### src/rtl/div_pkg.sv
// div_pkg: state encoding, word constants and sign helper shared by the divider.
package div_pkg;
  localparam int unsigned REG_W = 32;
  localparam logic [REG_W-1:0] ZERO_WORD = '0;
  localparam logic [REG_W-1:0] ALL_ONES = '1;
  typedef enum logic [1:0] {DIV_FREE, DIV_BY_ZERO, DIV_ON, DIV_END} div_state_e;
  function automatic logic [REG_W-1:0] neg_if(input logic n, input logic [REG_W-1:0] v);
    return n ? ZERO_WORD - v : v;
  endfunction
endpackage

### src/rtl/div_step.sv
// div_step: one radix-2 restoring division step on the {remainder, quotient} pair.
module div_step
  import div_pkg::*;
(
  input  logic [REG_W-1:0] r_i,
  input  logic [REG_W-1:0] q_i,
  input  logic [REG_W-1:0] divisor_i,
  output logic [REG_W-1:0] r_o,
  output logic [REG_W-1:0] q_o
);
  logic [REG_W:0] r_sh;
  logic ge;
  assign r_sh = {r_i, q_i[REG_W-1]};
  assign ge = r_sh >= {1'b0, divisor_i};
  // when ge holds the true difference is below the divisor, so 32-bit wraparound is exact
  assign r_o = ge ? r_sh[REG_W-1:0] - divisor_i : r_sh[REG_W-1:0];
  assign q_o = {q_i[REG_W-2:0], ge};
endmodule

### src/rtl/div.sv
// div: multi-cycle RV32M divider, result {remainder, quotient}; DIV_EARLY_OUT_EN skips the loop when |dividend| < |divisor|.
module div
  import div_pkg::*;
(
  input  logic        clk,
  input  logic        rst,
  input  logic        signed_div_i,
  input  logic [31:0] opdata1_i,
  input  logic [31:0] opdata2_i,
  input  logic        start_i,
  input  logic        annul_i,
  output logic [63:0] result_o,
  output logic        ready_o
);
  div_state_e state_q, state_d;
  logic [4:0] cnt_q, cnt_d;
  logic [31:0] r_q, r_d, q_q, q_d, dvs_q, dvs_d, r_step, q_step, op1_abs, op2_abs;
  logic qneg_q, qneg_d, rneg_q, rneg_d, ready_q, ready_d, early;
  logic [63:0] result_q, result_d;
  assign op1_abs = neg_if(signed_div_i & opdata1_i[31], opdata1_i);
  assign op2_abs = neg_if(signed_div_i & opdata2_i[31], opdata2_i);
`ifdef DIV_EARLY_OUT_EN
  assign early = op1_abs < op2_abs;
`else
  assign early = 1'b0;
`endif
  div_step u_step (.r_i(r_q), .q_i(q_q), .divisor_i(dvs_q), .r_o(r_step), .q_o(q_step));
  always_comb begin
    state_d = state_q;
    cnt_d = cnt_q;
    r_d = r_q;
    q_d = q_q;
    dvs_d = dvs_q;
    qneg_d = qneg_q;
    rneg_d = rneg_q;
    result_d = result_q;
    ready_d = ready_q;
    case (state_q)
      DIV_FREE: begin
        result_d = '0;
        ready_d = 1'b0;
        if (start_i && !annul_i) begin
          qneg_d = signed_div_i & (opdata1_i[31] ^ opdata2_i[31]);
          rneg_d = signed_div_i & opdata1_i[31];
          dvs_d = op2_abs;
          cnt_d = '0;
          r_d = ZERO_WORD;
          q_d = op1_abs;
          if (opdata2_i == ZERO_WORD) begin
            state_d = DIV_BY_ZERO;
            r_d = opdata1_i;
          end else if (early) begin
            state_d = DIV_END;
            result_d = {opdata1_i, ZERO_WORD};
            ready_d = 1'b1;
          end else begin
            state_d = DIV_ON;
          end
        end
      end
      DIV_BY_ZERO: begin
        state_d = annul_i ? DIV_FREE : DIV_END;
        result_d = annul_i ? '0 : {r_q, ALL_ONES};
        ready_d = !annul_i;
      end
      DIV_ON: begin
        if (annul_i) begin
          state_d = DIV_FREE;
        end else begin
          r_d = r_step;
          q_d = q_step;
          cnt_d = cnt_q + 5'd1;
          if (cnt_q == 5'd31) begin
            state_d = DIV_END;
            result_d = {neg_if(rneg_q, r_step), neg_if(qneg_q, q_step)};
            ready_d = 1'b1;
          end
        end
      end
      default: begin
        if (annul_i || !start_i) begin
          state_d = DIV_FREE;
          result_d = '0;
          ready_d = 1'b0;
        end
      end
    endcase
  end
  always_ff @(posedge clk) begin
    if (rst) begin
      state_q <= DIV_FREE;
      cnt_q <= '0;
      r_q <= '0;
      q_q <= '0;
      dvs_q <= '0;
      qneg_q <= 1'b0;
      rneg_q <= 1'b0;
      result_q <= '0;
      ready_q <= 1'b0;
    end else begin
      state_q <= state_d;
      cnt_q <= cnt_d;
      r_q <= r_d;
      q_q <= q_d;
      dvs_q <= dvs_d;
      qneg_q <= qneg_d;
      rneg_q <= rneg_d;
      result_q <= result_d;
      ready_q <= ready_d;
    end
  end
  assign result_o = result_q;
  assign ready_o = ready_q;
endmodule
### config.mk
export PLATFORM = sky130hd
export DESIGN_NAME = div
export DESIGN_NICKNAME = d
export VERILOG_FILES = /design/src/rtl/div_pkg.sv /design/src/rtl/div_step.sv /design/src/rtl/div.sv
export SDC_FILE = /design/constraint.sdc
export NUM_CORES = 1
export LEC_CHECK = 0
export ABC_AREA = 0
export CORE_AREA = 2 2 214 216
export DETAILED_ROUTE_END_ITERATION = 6
export DIE_AREA = 0 0 216 218
export GPL_TIMING_DRIVEN = 0
export HOLD_SLACK_MARGIN = 0.15
export PLACE_DENSITY = 0.57
export SLEW_MARGIN = 10
export SYNTH_ARGS = -nofsm -noshare
export SYNTH_HDL_FRONTEND = slang
export SYNTH_SLANG_ARGS = --single-unit
### constraint.sdc
create_clock -name clk -period 6.9 [get_ports clk]
set_input_delay 0.69 -clock clk [delete_from_list [all_inputs] [get_ports clk]]
set_output_delay 0.69 -clock clk [all_outputs]
set_load 0.005 [all_outputs]
## After elaboration in Yosys (flattened, before gate mapping)

Cells that the tools add are included.

| operators by class | value |
|---|---|
| add/subtract/negate cells | 6 |
| order comparisons | 1 |
| equal/unequal tests | 7 |
| multiplexer cells | 31 |
| bitwise logic cells | 4 |
| reductions and logical operators | 12 |

Operator list:

| cell | number |
|---|---|
| $mux 32 | 10 |
| $mux 64 | 4 |
| $pmux 64 s3 | 1 |
| $pmux 32 s2 | 2 |
| $sub 1x32->32 const A | 4 |
| $ge 33x32->1 | 1 |
| $logic_not 32->1 | 1 |
| $sub 32x32->32 | 1 |
| $mux 2 | 6 |
| $mux 5 | 2 |
| $pmux 5 s2 | 1 |
| $reduce_and 3->1 | 3 |
| $ne 2x2->1 const B | 3 |
| $pmux 2 s3 | 1 |
| $add 5x1->5 const B | 1 |
| $eq 5x5->1 const B | 1 |
| $reduce_bool 4->1 | 1 |
| $and 1x1->1 | 3 |
| $mux 1 | 3 |
| $ne 3x3->1 const B | 1 |
| $pmux 1 s3 | 1 |
| $eq 2x1->1 const B | 1 |
| $eq 2x2->1 const B | 1 |
| $logic_not 1->1 | 2 |
| other kinds (6) | 6 |

| storage, ports and cells | value |
|---|---|
| bits in registers | 170 |
| output and inout port bits | 65 |
| word-level logic and storage cells | 70 |

## Logic depth before layout (Yosys ltp)

Gate-level depths: netlist of run 1.

| depth | value |
|---|---|
| word-level depth | 7 |
| gate-level depth with buffers | 22 |
| depth with buffers taken out | 17 |

## Hierarchy

From an unflattened synthesis of run 1, not the netlist that was laid out.

| unflattened totals | value |
|---|---|
| cell total of the unflattened synthesis | 1596 |
| area, all modules | 12157.9 um2 |

Modules (own cells, without submodules):

| module | times used | cells an instance | area each (um2) |
|---|---|---|---|
| div | 1 | 1241 | 9586.7 |
| div_step | 1 | 355 | 2571.2 |

## Least setup slack after synthesis of run 1

No wires, ideal clock.

| timing path | value |
|---|---|
| kind | register -> register |
| start point | register r_q[5] |
| end point | register result_q[58], in the netlist result_o[58] |
| setup time | 0.063 ns |
| arrival time | 4.440 ns |
| required time | 6.837 ns |
| slack | 2.397 ns |
| stages on the path, launching flop included | 19 |
| cells stage by stage | dfxtp_1 -> ha_1 -> buf_6 -> a21oi_2 -> o21ai_2 -> o31a_1 -> o31ai_4 -> nand2_2 -> buf_6 -> clkbuf_1 -> mux2i_1 -> ha_1 -> nand3b_1 -> a2111o_1 -> a2bb2oi_1 -> nand2b_1 -> or4_4 -> or3_1 -> nand3_1 |

| on the way | value |
|---|---|
| longest elaborated chain between the ends | 7 |
| elaborated cells on any way between the ends | 8 |

RTL lines:

| element | line | RTL |
|---|---|---|
| start: declaration | div.sv:17 | `logic [31:0] r_q, r_d, q_q, q_d, dvs_q, dvs_d, r_step, q_step, op1_abs, op2_abs;` |
| start signal: assignment | div.sv:103 | `r_q <= r_d;` |
| $sub 32x32->32 / $ge 33x32->1 (equally long branches) | div_step.sv:16, div_step.sv:14 |  |
| $mux 32 * | div_step.sv:16 | `assign r_o = ge ? r_sh[REG_W-1:0] - divisor_i : r_sh[REG_W-1:0];` |
| $sub 1x32->32 | div_pkg.sv:8 | `return n ? ZERO_WORD - v : v;` |
| $mux 32 * | div_pkg.sv:8 |  |
| $mux 64 * | div.sv:73 | `if (cnt_q == 5'd31) begin` |
| $mux 64 * | div.sv:67 | `if (annul_i) begin` |
| $pmux 64 s3 * | div.sv:38 | `case (state_q)` |
| end signal: assignment | div.sv:108 | `result_q <= result_d;` |
| end: declaration | div.sv:19 | `logic [63:0] result_q, result_d;` |

Every way passes the cells marked *; elsewhere a longest branch is shown, timed or not. The select of a mux whose other input is x is not followed.
A chain may end at the register's enable or synchronous reset.

## Final worst setup path of run 1

| timing path | value |
|---|---|
| start point | register r_q[12] |
| end point | register result_q[58], in the netlist result_o[58] |

Same word-level chain as after synthesis.

==> impl_metrics.ini, run 1 <==
[layout]
final_cell_count_no_fill = 2519
n_antenna_cell = 0
final_layout_size_suffix_gt1_frac = 0.0547
final_core_util = 0.347
nets = 2018
area_growth_syn_to_layout_pct = 20.7

[timing]
finalClockSkew_ns = 0.0311
fmax_mhz = 167
setup_viol = 0
hold_ws_ns = 0.469
slew_headroom = 0.245
finalHoldViolCount = 0
setup_tns_ns = 0
slew_viol_final = 0
min_period_ns = 5.99
tightest_slew_ns = 1.12
rsz0062_at_grt = no
fin_crit_sh = 0.868

[clock_tree]
cts_sinks = 170
clkLatencyLatePin_ns = 0.47
clockRootBuffer = clkbuf_16
numCtsBuffers = 17
post-cts-setup-buffer-count = 0
htree_levels = 4
cts_resized = 0
cts_tree = yes
cts_hold_buf = 0
clk_pin_slew_worst_paths_ns = 0.07
cts_buffer_depth = 2

[drt]
drt_iter0_markers = 1607
wl_per_cell_um = 22.0
routed_via_density = 5.73
drtPass1Iterations = 5
postRouteAntennaNets = 0
wl_met3_um = 4410
routed_wl_um = 55400
highest_layer = met4
drc = 0
wl_met1_um = 24900
vias = 14400
wl_met2_um = 24200

[synthesis]
yosys-top-cells-area = dfxtp_1, a21oi_1, nand2_1, nor2_1, xnor2_1
avgSynthCellArea_um2 = 7.35
yosysUniqueCellTypes = 95
yosysSeqAreaShare = 0.264
synth_edf_count = 0
yosys_warnings = 0
syn_inst = 1756
async_flop_share = 0
yosysTopAreaCell = dfxtp_1
netlist.area_leader.share = 0.264
syn_area_um2 = 12900
synthFlopType = dfxtp_1
synth.ff_latch_count = 170
synth_nets = 1868

[pwr]
leakagePower_nw = 5.33
ir_worst_vdd_mv = 0.182
power.density_nw_per_um2 = 343

[global_route]
grt_max_degree = 18
grt_antenna_before_repair = 0
grt_pass1_vias = 13700
grt_overflow_total = 0
grt_pass1_wl_um = 84300
track_usage = 0.233

[die]
die_x_um = 216
die_area_um2 = 47100
io-pin-count = 134
start_util = 0.287
fp.dieH_um = 218
core_area_um2 = 44900
rows = 78

[critical_path]
worst-setup-path-type = flop to flop
cp_max_fo = 10
startpoint_type = flop
setup.worst_path.end_class = flop
required_ns = 7.30
cp_data_arrival_time_ns = 6.39

[place]
gp_congestion = 0.951
dp_hpwl_um = 43700
place_inst = 2487
port-buffer-count = 131

[hold_path]
hold_path.class = flop to flop

[run_status]
status = complete, no violations

[job]
maxCapViolations = 0
cell families after synthesis:
group / count (synthesis) / synth area share
XOR/XNOR: 120 / 0.0815
AND/OR/NAND/NOR: 666 / 0.245
AO/OA/AOI/OAI: 556 / 0.290
flip-flops: 170 / 0.264
buffers and inverters: 178 / 0.0559
multiplexers: 23 / 0.0213
adder cells (fa/ha/maj): 43 / 0.0423
area by class of cell:
| class | count | area [µm²] |
|---|---|---|
| Clock buffer | 18 | 429 |
| Timing Repair Buffer | 131 | 1310 |
| Inverter | 60 | 225 |
| Multi-Input combinational cell | 1408 | 8780 |
| Tap cell | 600 | 751 |
| Buffer | 118 | 495 |
| Sequential cell | 170 | 3400 |
| Clock inverter | 14 | 176 |
| Fill cell | 4841 | 29300 |
synth_stat cells (10+ instances only):
cell type	number
clkbuf_1	81
nand3_1	40
or2_2	11
a21oi_1	162
nand4_1	11
a311oi_1	14
nor2_1	195
nor3_1	62
o211ai_1	30
inv_1	59
a31oi_1	14
ha_1	42
o41ai_1	13
nand2b_1	10
nand3b_1	10
or4_1	10
mux2i_1	14
dfxtp_1	170
and3_1	19
o21ai_0	93
o31ai_1	35
nand2_1	208
o22ai_1	10
a211oi_1	43
xnor2_1	65
or3_1	32
and2_1	11
a221oi_1	31
nor4_1	15
buf_2	18
a22oi_1	14
buf_1	14
xor2_1	55
placed cells by master, fill, tap and decap left out, types with 11 or more instances in the layout:
cell type	count
nand2_1	208
o211ai_1	30
dfxtp_1	170
a22oi_1	14
nor2_1	195
a21oi_1	162
nand4_1	11
inv_1	59
nor3_1	62
nor4_1	15
and2_1	11
a311oi_1	14
clkbuf_16	17
o21ai_0	93
or3_1	32
ha_1	42
and3_1	19
buf_2	18
a221oi_1	31
xnor2_1	65
xor2_1	55
mux2i_1	14
o31ai_1	35
clkbuf_1	82
a211oi_1	43
a31oi_1	14
clkdlybuf4s50_1	131
nand3_1	40
o41ai_1	13
or2_2	11
buf_1	14
per-stage QoR:
stage	cell area [µm²]	setup WS [ns]	power [W]
floorplan	12900	2.40	0.00323
global placement	15000	1.16	0.00421
detailed placement	15000	1.11	0.00423
CTS	15600	1.07	0.00527
global route	15600	0.678	0.00565
finish	15600	0.908	0.00535
flip-flops by register name, indices dropped and copies added (netlist names), 2 cells and up:
| register | flops |
|---|---|
| result_o | 64 |
| dvs_q | 32 |
| q_q | 32 |
| r_q | 32 |
| cnt_q | 5 |
| state_q | 2 |
report_power, final:
group / internal (W) / switching (W) / total [W]
combinational: 0.000994 / 0.00210 / 0.00310
clock: 0.000550 / 0.000490 / 0.00104
sequential: 0.00107 / 0.000135 / 0.00121
final timing paths:
| check | startpoint | end | slack (ns) | depth (start not counted) |
|---|---|---|---|---|
| worst max-delay path | r_q[12]$_SDFFE_PP0P_ | result_o[58]$_SDFFE_PP0P_ | 0.91 | 18 |
| worst min-delay path | result_o[35]$_SDFFE_PP0P_ | result_o[35]$_SDFFE_PP0P_ | 0.47 | 2 |
| worst max register to register | r_q[12]$_SDFFE_PP0P_ | result_o[58]$_SDFFE_PP0P_ | 0.91 | 18 |
| worst min register to register | result_o[35]$_SDFFE_PP0P_ | result_o[35]$_SDFFE_PP0P_ | 0.47 | 2 |
worst max-delay path, cell delays in order (launching register included):
cell and delay, ns:
dfxtp_1 0.44, ha_1 0.33, buf_2 0.21, nand4_1 0.39, nor4_4 0.28, a21boi_4 0.28
o31ai_4 0.15, nand2_2 0.14, buf_6 0.16, clkbuf_1 0.73, mux2i_1 0.42, ha_1 0.32
nand3b_1 0.17, a2111o_1 0.47, a2bb2oi_1 0.25, nand2b_1 0.22, or4_4 0.49, or3_1 0.37
nand3_1 0.09
per-layer routing:
metal | vias to the layer above | global-route usage
met5 | - | 0
met4 | 0 | 0.0845
met3 | 87 | 0.0430
met2 | 671 | 0.367
met1 | 6932 | 0.318
li1 | 6742 | -
Power figures use the tool's default switching activity.
==> run 2: changes to the inputs <==
CORE_AREA = 2 2 302 155   (was 2 2 214 216)
DIE_AREA = 0 0 304 157   (was 0 0 216 218)
==> impl_metrics.ini, run 2 (same netlist as run 1, synthesis figures left out) <==
[drt]
drc = 0
vias = 13900
postRouteAntennaNets = 0
routed_wl_um = 53600
routed_via_density = 5.54
wl_per_cell_um = 21.3
drt_iter0_markers = 1568
drtPass1Iterations = 6

[die]
io-pin-count = 134
rows = 55
start_util = 0.288
fp.dieH_um = 157
core_area_um2 = 44800
die_x_um = 304
die_area_um2 = 47700

[clock_tree]
cts_resized = 0
clk_pin_slew_worst_paths_ns = 0.08
cts_buffer_depth = 2
clkLatencyLatePin_ns = 0.47
numCtsBuffers = 17
cts_hold_buf = 0
cts_tree = yes
htree_levels = 4
clockRootBuffer = clkbuf_16
cts_sinks = 170
post-cts-setup-buffer-count = 0

[global_route]
grt_pass1_vias = 13000
track_usage = 0.220
grt_pass1_wl_um = 80400
grt_max_degree = 18
grt_antenna_before_repair = 1
grt_overflow_total = 0

[pwr]
netSwitchingFraction = 0.502
ir_worst_vdd_mv = 0.131
p_sw_w = 0.00268
power.density_nw_per_um2 = 342
comb_power_share = 0.569
p_clk_frac = 0.204
leakagePower_nw = 5.34
internal_power_w = 0.00265
p_seq_frac = 0.227

[hold_path]
whs_endpoint = result_o[35]$_SDFFE_PP0P_
min_from = result_o[35]$_SDFFE_PP0P_
hold_path.class = flop to flop
hold_depth = 2

[job]
maxCapViolations = 0

[place]
dp_hpwl_um = 42000
place_inst = 2485
gp_congestion = 0.976
port-buffer-count = 131

[critical_path]
cp_data_arrival_time_ns = 6.23
r2r_setup_slack_ns = 1.09
r2r-end = result_o[58]$_SDFFE_PP0P_
path_delay_family = simple AND/OR/NAND/NOR gates
r2r-start = r_q[12]$_SDFFE_PP0P_
max_stage_delay_ns = 0.71
cp_max_fo = 10
startpoint_type = flop
setup.worst_path.end_class = flop
path_buf_inv = 3
critical_path.cell_chain = ha_1 -> buf_2 -> nand4_1 -> nor4_4 -> a21boi_4 -> o31ai_4 -> nand2_2 -> buf_6 -> clkbuf_1 -> mux2i_1 -> ha_1 -> nand3b_1 -> a2111o_1 -> a2bb2oi_1 -> nand2b_1 -> or4_4 -> or3_1 -> nand3_1
worstRegToRegCells = 18
worst-setup-path-type = flop to flop
crit_top_cell = ha_1
slowest_stage = clkbuf_1
required_ns = 7.31

[timing]
finalHoldViolCount = 0
rsz0062_at_grt = no
finalClockSkew_ns = 0.0169
slew_headroom = 0.229
slew_viol_final = 0
setup_tns_ns = 0
setup_viol = 0
fmax_mhz = 172
tightest_slew_ns = 1.16
fin_crit_sh = 0.842
min_period_ns = 5.81

[layout]
n_fill_cell = 4736
seqCellArea_um2 = 3400
layout_common_cells = nand2_1, nor2_1, dfxtp_1, a21oi_1, clkdlybuf4s50_1
largest_reg_flops = 64
layout_commonest_cell = nand2_1
final_layout_size_suffix_gt1_frac = 0.0552
nets = 2018
final_cell_count_no_fill = 2518
area_growth_syn_to_layout_pct = 20.9
multi_input_area_um2 = 8780

[run_status]
status = complete, no violations
==> run 2: changes by cell type in the layout (fill, tap and decap cells not counted), sizes merged <==
cell,previous run,this run
bufinv,2,3
clkbuf,99,98
clkinv,3,5
diode,0,1
inv,68,66
==> run 2: worst max path at each step <==
stage,startpoint,to,slack (ns),cells after the start
2_1_floorplan,r_q[5]$_SDFFE_PP0P_,result_o[58]$_SDFFE_PP0P_,2.40,18
3_3_place_gp,r_q[12]$_SDFFE_PP0P_,result_o[58]$_SDFFE_PP0P_,1.25,18
3_5_place_dp,r_q[12]$_SDFFE_PP0P_,result_o[58]$_SDFFE_PP0P_,1.25,18
4_1_cts,r_q[12]$_SDFFE_PP0P_,result_o[58]$_SDFFE_PP0P_,1.23,18
5_1_grt,r_q[13]$_SDFFE_PP0P_,result_o[58]$_SDFFE_PP0P_,0.87,19
6_report,r_q[12]$_SDFFE_PP0P_,result_o[58]$_SDFFE_PP0P_,1.09,18
==> run 2: layout make-up <==
| cell class | instances | area share |
|---|---|---|
| Antenna cell | 1 | 0.000160 |
| Buffer | 118 | 0.0318 |
| Clock inverter | 15 | 0.0134 |
| Tap cell | 598 | 0.0480 |
| Sequential cell | 170 | 0.218 |
| Timing Repair Buffer | 131 | 0.0841 |
| Inverter | 60 | 0.0144 |
| Clock buffer | 17 | 0.0273 |
| Multi-Input combinational cell | 1408 | 0.563 |
==> run 2: worst register-to-register path, cell delays in order (launching register included) <==
cell       delay (ns)
dfxtp_1          0.44
ha_1             0.34
buf_2            0.21
nand4_1          0.36
nor4_4           0.27
a21boi_4         0.28
o31ai_4          0.14
nand2_2          0.14
buf_6            0.16
clkbuf_1         0.71
mux2i_1          0.36
ha_1             0.30
nand3b_1         0.17
a2111o_1         0.49
a2bb2oi_1        0.26
nand2b_1         0.22
or4_4            0.48
or3_1            0.37
nand3_1          0.08
==> run 2: metrics by stage <==
step / power, W / utilization / setup WS (ns) / instance area [µm²] / hold slack, ns
after floorplan: 0.00323 / - / 2.40 / 12900 / 0.432
after global placement: 0.00417 / 0.334 / 1.25 / 15000 / 0.442
after detailed placement: 0.00418 / 0.334 / 1.25 / 15000 / 0.451
after CTS: 0.00526 / 0.348 / 1.23 / 15600 / 0.461
after global routing: 0.00564 / 0.348 / 0.871 / 15600 / 0.485
final: 0.00533 / 0.348 / 1.09 / 15600 / 0.457
==> run 2: power by group through the flow <==
| stage | logic, W | registers [W] | clock network, W |
|---|---|---|---|
| global placement | 0.00295 | 0.00122 | 0 |
| finish | 0.00303 | 0.00121 | 0.00108 |
| detailed placement | 0.00296 | 0.00122 | 0 |
| CTS | 0.00297 | 0.00120 | 0.00108 |
| floorplan | 0.00206 | 0.00117 | 0 |
| global route | 0.00329 | 0.00122 | 0.00113 |
==> run 2: layer usage <==
metal  up-vias  routed length (µm)  part of all wire  global-route usage
li1       6728                   -                 -                   -
met1      6556               23200              0.43               0.285
met2       558               24200              0.45               0.361
met3        95                4530             0.084              0.0471
met4         2                1670             0.031              0.0848
met5         -                  13           0.00024                   0
==> run 3: changes to the inputs <==
clock period = 5.6 ns   (was 6.9 ns; I/O delays follow)
==> impl_metrics.ini, run 3 (same netlist as run 1, synthesis figures left out) <==
[clock_tree]
clk_pin_slew_worst_paths_ns = 0.08
htree_levels = 4
cts_buffer_depth = 2
cts_sinks = 170
numCtsBuffers = 17
clkLatencyLatePin_ns = 0.47
clockRootBuffer = clkbuf_16
cts_tree = yes

[layout]
layout_common_cells = nand2_1, nor2_1, dfxtp_1, a21oi_1, clkdlybuf4s50_1
nets = 2018
final_layout_size_suffix_gt1_frac = 0.0558
area_growth_syn_to_layout_pct = 20.9
largest_reg_flops = 64
fin_area_um2 = 15600
n_antenna_cell = 0
layout_commonest_cell = nand2_1

[critical_path]
r2r-start = r_q[28]$_SDFFE_PP0P_
worst-setup-path-type = flop to flop
slowest_stage = dfxtp_1
cp_max_fo = 10
r2r_setup_slack_ns = 0.27
max_stage_delay_ns = 0.55
path_buf_inv = 6
worstRegToRegCells = 20
crit_top_cell = buf_2
cp_data_arrival_time_ns = 5.67
setup.worst_path.end_class = flop
required_ns = 5.94
r2r-end = result_o[28]$_SDFFE_PP0P_
startpoint_type = flop
path_delay_family = buffers and inverters
critical_path.cell_chain = ha_1 -> buf_2 -> and3_1 -> and4_1 -> a41oi_1 -> and3_1 -> buf_2 -> nand2_2 -> inv_2 -> buf_2 -> buf_2 -> clkbuf_4 -> ha_1 -> nand4b_1 -> nor2_1 -> nand3_1 -> o41ai_1 -> xnor2_1 -> a221oi_1 -> nor3_1

[place]
gp_congestion = 0.976
port-buffer-count = 131
place_area_um2 = 15000
dp_hpwl_um = 42000

[timing]
slew_viol_final = 0
setup_tns_ns = 0
fmax_mhz = 188
setup_viol = 0
tightest_slew_ns = 1.13
fin_crit_sh = 0.951
slew_headroom = 0.247
rsz0062_at_grt = no
finalHoldViolCount = 0
min_period_ns = 5.33
finalClockSkew_ns = 0.0123

[die]
rows = 55
fp.dieH_um = 157
die_area_um2 = 47700
io-pin-count = 134
core_area_um2 = 44800
die_x_um = 304
start_util = 0.288

[drt]
drtPass1Iterations = 6
postRouteAntennaNets = 0
wl_per_cell_um = 21.2
vias = 14000
drc = 0
drt_iter0_markers = 1578
routed_wl_um = 53500
routed_via_density = 5.55

[hold_path]
hold_depth = 2
whs_endpoint = result_o[35]$_SDFFE_PP0P_
min_from = result_o[35]$_SDFFE_PP0P_
hold_path.class = flop to flop

[job]
maxCapViolations = 0

[global_route]
grt_antenna_before_repair = 1
grt_overflow_total = 0
track_usage = 0.220
grt_max_degree = 20
grt_pass1_vias = 13000
grt_pass1_wl_um = 80300

[pwr]
power.density_nw_per_um2 = 420
leakagePower_nw = 5.35
ir_worst_vdd_mv = 0.219

[run_status]
status = complete, no violations
-- run 3: report_power, final --
group	internal (W)	leakage, nW	switching (W)
registers	0.00132	1.38	0.000169
clock network	0.000722	0.310	0.000614
logic	0.00122	3.65	0.00250
-- run 3: layout make-up --
class / instances / area [µm²]
fillers: 4730 / 29200
repair buffers: 133 / 1330
inverters: 60 / 225
well taps: 598 / 748
clock buffers: 17 / 425
flip-flops and latches: 170 / 3400
plain buffers: 116 / 489
clock inverters: 15 / 209
multi-input cells: 1408 / 8780
-- run 3: layer usage --
layer | track usage | routed length [µm] | vias to the layer above
met5 | 0 | 13 | -
met4 | 0.0848 | 1680 | 2
met3 | 0.0467 | 4110 | 99
met2 | 0.360 | 24100 | 538
met1 | 0.286 | 23600 | 6603
li1 | - | - | 6728
-- run 3: what timing repair did --
item / in CTS / in global routing
pin swaps: 0 / 1
endpoints found under the setup margin: 2 / 6
gates resized for setup: 0 / 1
setup buffers: 0 / 2
hold buffers: 0 / 0
-- run 3: worst max-delay path by stage --
stage,start,to,cells after the start
finish,r_q[28]$_SDFFE_PP0P_,result_o[28]$_SDFFE_PP0P_,20
global route,r_q[26]$_SDFFE_PP0P_,result_o[28]$_SDFFE_PP0P_,20
CTS,r_q[5]$_SDFFE_PP0P_,result_o[28]$_SDFFE_PP0P_,19
detailed placement,r_q[12]$_SDFFE_PP0P_,result_o[58]$_SDFFE_PP0P_,18
global placement,r_q[12]$_SDFFE_PP0P_,result_o[58]$_SDFFE_PP0P_,18
floorplan,r_q[5]$_SDFFE_PP0P_,result_o[58]$_SDFFE_PP0P_,18
-- run 3: worst register-to-register path, cell delays in order, from the launching register on --
cell and delay, ns:
dfxtp_1 0.55, ha_1 0.30, buf_2 0.17, and3_1 0.19
and4_1 0.23, a41oi_1 0.26, and3_1 0.18, buf_2 0.22
nand2_2 0.09, inv_2 0.15, buf_2 0.35, buf_2 0.35
clkbuf_4 0.34, ha_1 0.25, nand4b_1 0.24, nor2_1 0.23
nand3_1 0.14, o41ai_1 0.41, xnor2_1 0.18, a221oi_1 0.28
nor3_1 0.09
-- run 3: stage by stage --
stage,setup slack (ns),cells,util,total power [W],hold WS (ns)
after CTS,0.170,2516,0.348,0.00647,0.461
final,0.274,2517,0.348,0.00655,0.459
after detailed placement,-0.0506,2485,0.334,0.00515,0.451
after global routing,0.0205,2517,0.348,0.00694,0.485
after floorplan,1.10,1756,-,0.00398,0.432
after global placement,-0.0488,2485,0.334,0.00514,0.442
==> RTL edit 1 (config.mk and constraints of run 3) <==
Make the reset (`rst`) asynchronous in one clocked block.
--- a/src/rtl/div.sv
+++ b/src/rtl/div.sv
@@ -87,5 +87,5 @@
     endcase
   end
-  always_ff @(posedge clk) begin
+  always_ff @(posedge clk or posedge rst) begin
     if (rst) begin
       state_q <= DIV_FREE;
Function: differs if rst is asserted again (counterexample within 4 cycles, from zero or initial values and one cycle with rst high); with rst held inactive, the same outputs for 4 cycles.
==> RTL edit 1 against run 3 <==
Synthesized cell count decreased by 4.2%; critical path type unchanged; area after synthesis grew 1.6%; highest routed layer is now met4; clock skew grew 0.0015 ns; routed wire length is 10% lower; global-route usage decreased by 2.1 points; utilization up 1.0 points; sequential cell count is the same; cell area is 2.9% higher; worst setup slack got worse by 0.058 ns.
Power is not shown: default switching activity piles up to over one toggle a cycle in this logic, so the estimate is an artifact.
==> RTL edit 1: results <==
{
  "buffers": 238,
  "routed-wl-met2_mm": 22.6,
  "clock_buffers": 19,
  "r2r.worst_path.cells": 21,
  "multi_input_cells": 1346,
  "grtUsageTotal_pct": 19.9,
  "dr.first_iter.drc_count": 1164,
  "top_layer": "met4",
  "met1_usage_pct": 25.9,
  "ys.flop_type": "dfrtp_1",
  "wl_per_cell_um": 19.6,
  "seq_share_pct": 26.6,
  "ff_latch_area_um2": 4260,
  "worst_slew_pin_slew_ns": 1.01,
  "cp-startpoint": "r_q[5]$_DFFE_PP0P_",
  "wl_met1_mm": 21.4,
  "worstSetupEndpoint": "result_o[62]$_DFFE_PP0P_",
  "wl_mm": 48.0,
  "min_period_ns": 5.38,
  "synth.avg_cell_area_um2": 7.79,
  "grt_pass1_wl_mm": 74.2,
  "routed_via_density": 5.33,
  "grt_pass1_vias": 12600,
  "holdWs_ns": 0.473,
  "io_buffers": 132,
  "skew_ns": 0.0139,
  "synth_cell_types": 89,
  "wl_met3_mm": 2.92,
  "placed_cell_area_um2": 15200,
  "crit_path_max_fanout": 19,
  "grt_max_degree": 92,
  "outcome": "finished, final reports clean",
  "synth_fp_nets": 1795,
  "layout.non_clock_inverters": 62,
  "cts_repair_resize_count": 25,
  "drive_above_1_share_pct": 6.66,
  "cts_setup_buffers": 2,
  "grtUsageMet2_pct": 33.6,
  "num-fill-cells": 4693,
  "place_ws_ns": -1.32
}
[RTL edit 1: cells by family (layout without fill, tap and decap cells)]
kind of cell / count (synthesis) / count (layout) / synth area share [%]
AOI/OAI and AO/OA: 560 / 560 / 26.1
adders and majority gates: 43 / 43 / 4.16
and+or+nand+nor: 581 / 581 / 20.9
DFF: 170 / 170 / 32.5
buffers and inverters: 167 / 332 / 5.17
xor gates and xnor gates: 133 / 133 / 8.89
muxes: 29 / 29 / 2.35
[RTL edit 1: worst max-delay path, cell delays in order (launching register included)]
cell and delay [ns]:
dfrtp_2 0.46, ha_1 0.29, buf_4 0.15, and4_1 0.21, buf_6 0.14, and3_4 0.22
o211ai_4 0.11, a311oi_4 0.33, or2_4 0.19, buf_6 0.16, buf_6 0.16, buf_6 0.23
mux2i_4 0.34, ha_4 0.20, nand2_1 0.09, nor4_4 0.25, or3b_4 0.42, mux2_4 0.33
a2111o_1 0.45, o31ai_2 0.23, xor2_1 0.19, o21ai_1 0.07
==> RTL edit 2 (flow settings as in run 3) <==
Made on the original files. Build with the macro `DIV_EARLY_OUT_EN` defined.
--- a/src/rtl/div.sv
+++ b/src/rtl/div.sv
@@ -1,3 +1,5 @@
 // div: multi-cycle RV32M divider, result {remainder, quotient}; DIV_EARLY_OUT_EN skips the loop when |dividend| < |divisor|.
+`define DIV_EARLY_OUT_EN
+
 module div
   import div_pkg::*;
Formal check against the unedited RTL: not equivalent (Yosys sat finds a counterexample within 4 cycles, from zero or initial values and one cycle with rst high).
==> RTL edit 2 against run 3 <==
Clock skew increased by 0.0026 ns; area after synthesis increased by 5.8%; worst setup slack got worse by 0.15 ns; final cell count increased by 4.8%; maximum frequency decreased by 2.7%; routed wire length increased by 17%; total power increased by 51%; cell area increased by 6.3%; clock power decreased by 7%; sequential cell count unchanged; critical path type is now in2reg.
==> RTL edit 2: results <==
{
  "outcome": "finished, final reports clean",
  "r2r-start": "dvs_q[30]$_SDFFE_PP0P_",
  "synth_cell_types": 81,
  "synth_commonest_cells": "nor2_1, nand2_1, a21oi_1, dfxtp_1, clkbuf_1",
  "cp-startpoint": "opdata2_i[7]",
  "holdWs_ns": 0.450,
  "gp_congestion": 0.977,
  "cts_setup_buffers": 3,
  "seqPwrFrac_pct": 18.2,
  "synth_fp_nets": 2022,
  "power_leakage_nw": 5.96,
  "grt_pass1_vias": 14400,
  "reg2reg_to": "result_o[50]$_SDFFE_PP0P_",
  "n_antenna_cell": 1,
  "bufAreaShareNonClock_pct": 11.1,
  "seq_share_pct": 20.6,
  "layout.non_clock_inverters": 61,
  "powerDensity_nw_per_um2": 595,
  "buffers": 257,
  "hp-start": "result_o[55]$_SDFFE_PP0P_",
  "syn-instance-count": 1879,
  "wl_met3_mm": 6.59,
  "hpwlAfterDp_mm": 50.2,
  "fmax_mhz": 183,
  "yosysSeqAreaShare_pct": 24.9,
  "area_growth_pct": 21.5,
  "wl_per_cell_um": 23.6,
  "top_layer": "met4",
  "dp.cells": 2608,
  "place_ws_ns": -1.40,
  "worstSetupEndpoint": "result_o[41]$_SDFFE_PP0P_",
  "num_vias": 15600,
  "multi_input_area_share_pct": 58.9,
  "placed_cell_area_um2": 15700,
  "syn_area_um2": 13700,
  "grtUsageTotal_pct": 25.3,
  "critPathSlowestCell": "a222oi_1",
  "num-fill-cells": 4723,
  "synth.area.top_cells": "dfxtp_1, ha_1, a21oi_1",
  "wl_met1_mm": 26.6,
  "final-clk-cell-share_pct": 3.57,
  "swShare_pct": 54.8,
  "worst_slew_pin_slew_ns": 1.04
}
RTL edit 2: changes by cell type after synthesis, moves of 15 or more:
cell and change:
ha_1 +31, nor2_1 +28, a21o_1 +27, nand2b_1 +26
clkbuf_1 +22, a221oi_1 -18, a222oi_1 +15, nand2_1 -15
RTL edit 2: kinds of logic (layout without fill, tap and decap cells):
kind of cell             count (synthesis)  after routing  share of synthesized area, %
XOR/XNOR                               121            121                          7.76
multiplexers                            27             27                          2.12
AND/OR/NAND/NOR                        705            705                          24.2
adder cells (fa/ha/maj)                 74             74                          6.84
AO/OA/AOI/OAI                          592            592                          28.9
flip-flops                             170            170                          24.9
other                                    0              1                             0
buffers and inverters                  190            350                          5.31
RTL edit 2: layer usage:
layer / vias up / global-route usage, %
li1: 7179 / -
met1: 7393 / 34.2
met2: 872 / 39.3
met3: 164 / 5.72
met4: 0 / 9.74
met5: - / 0
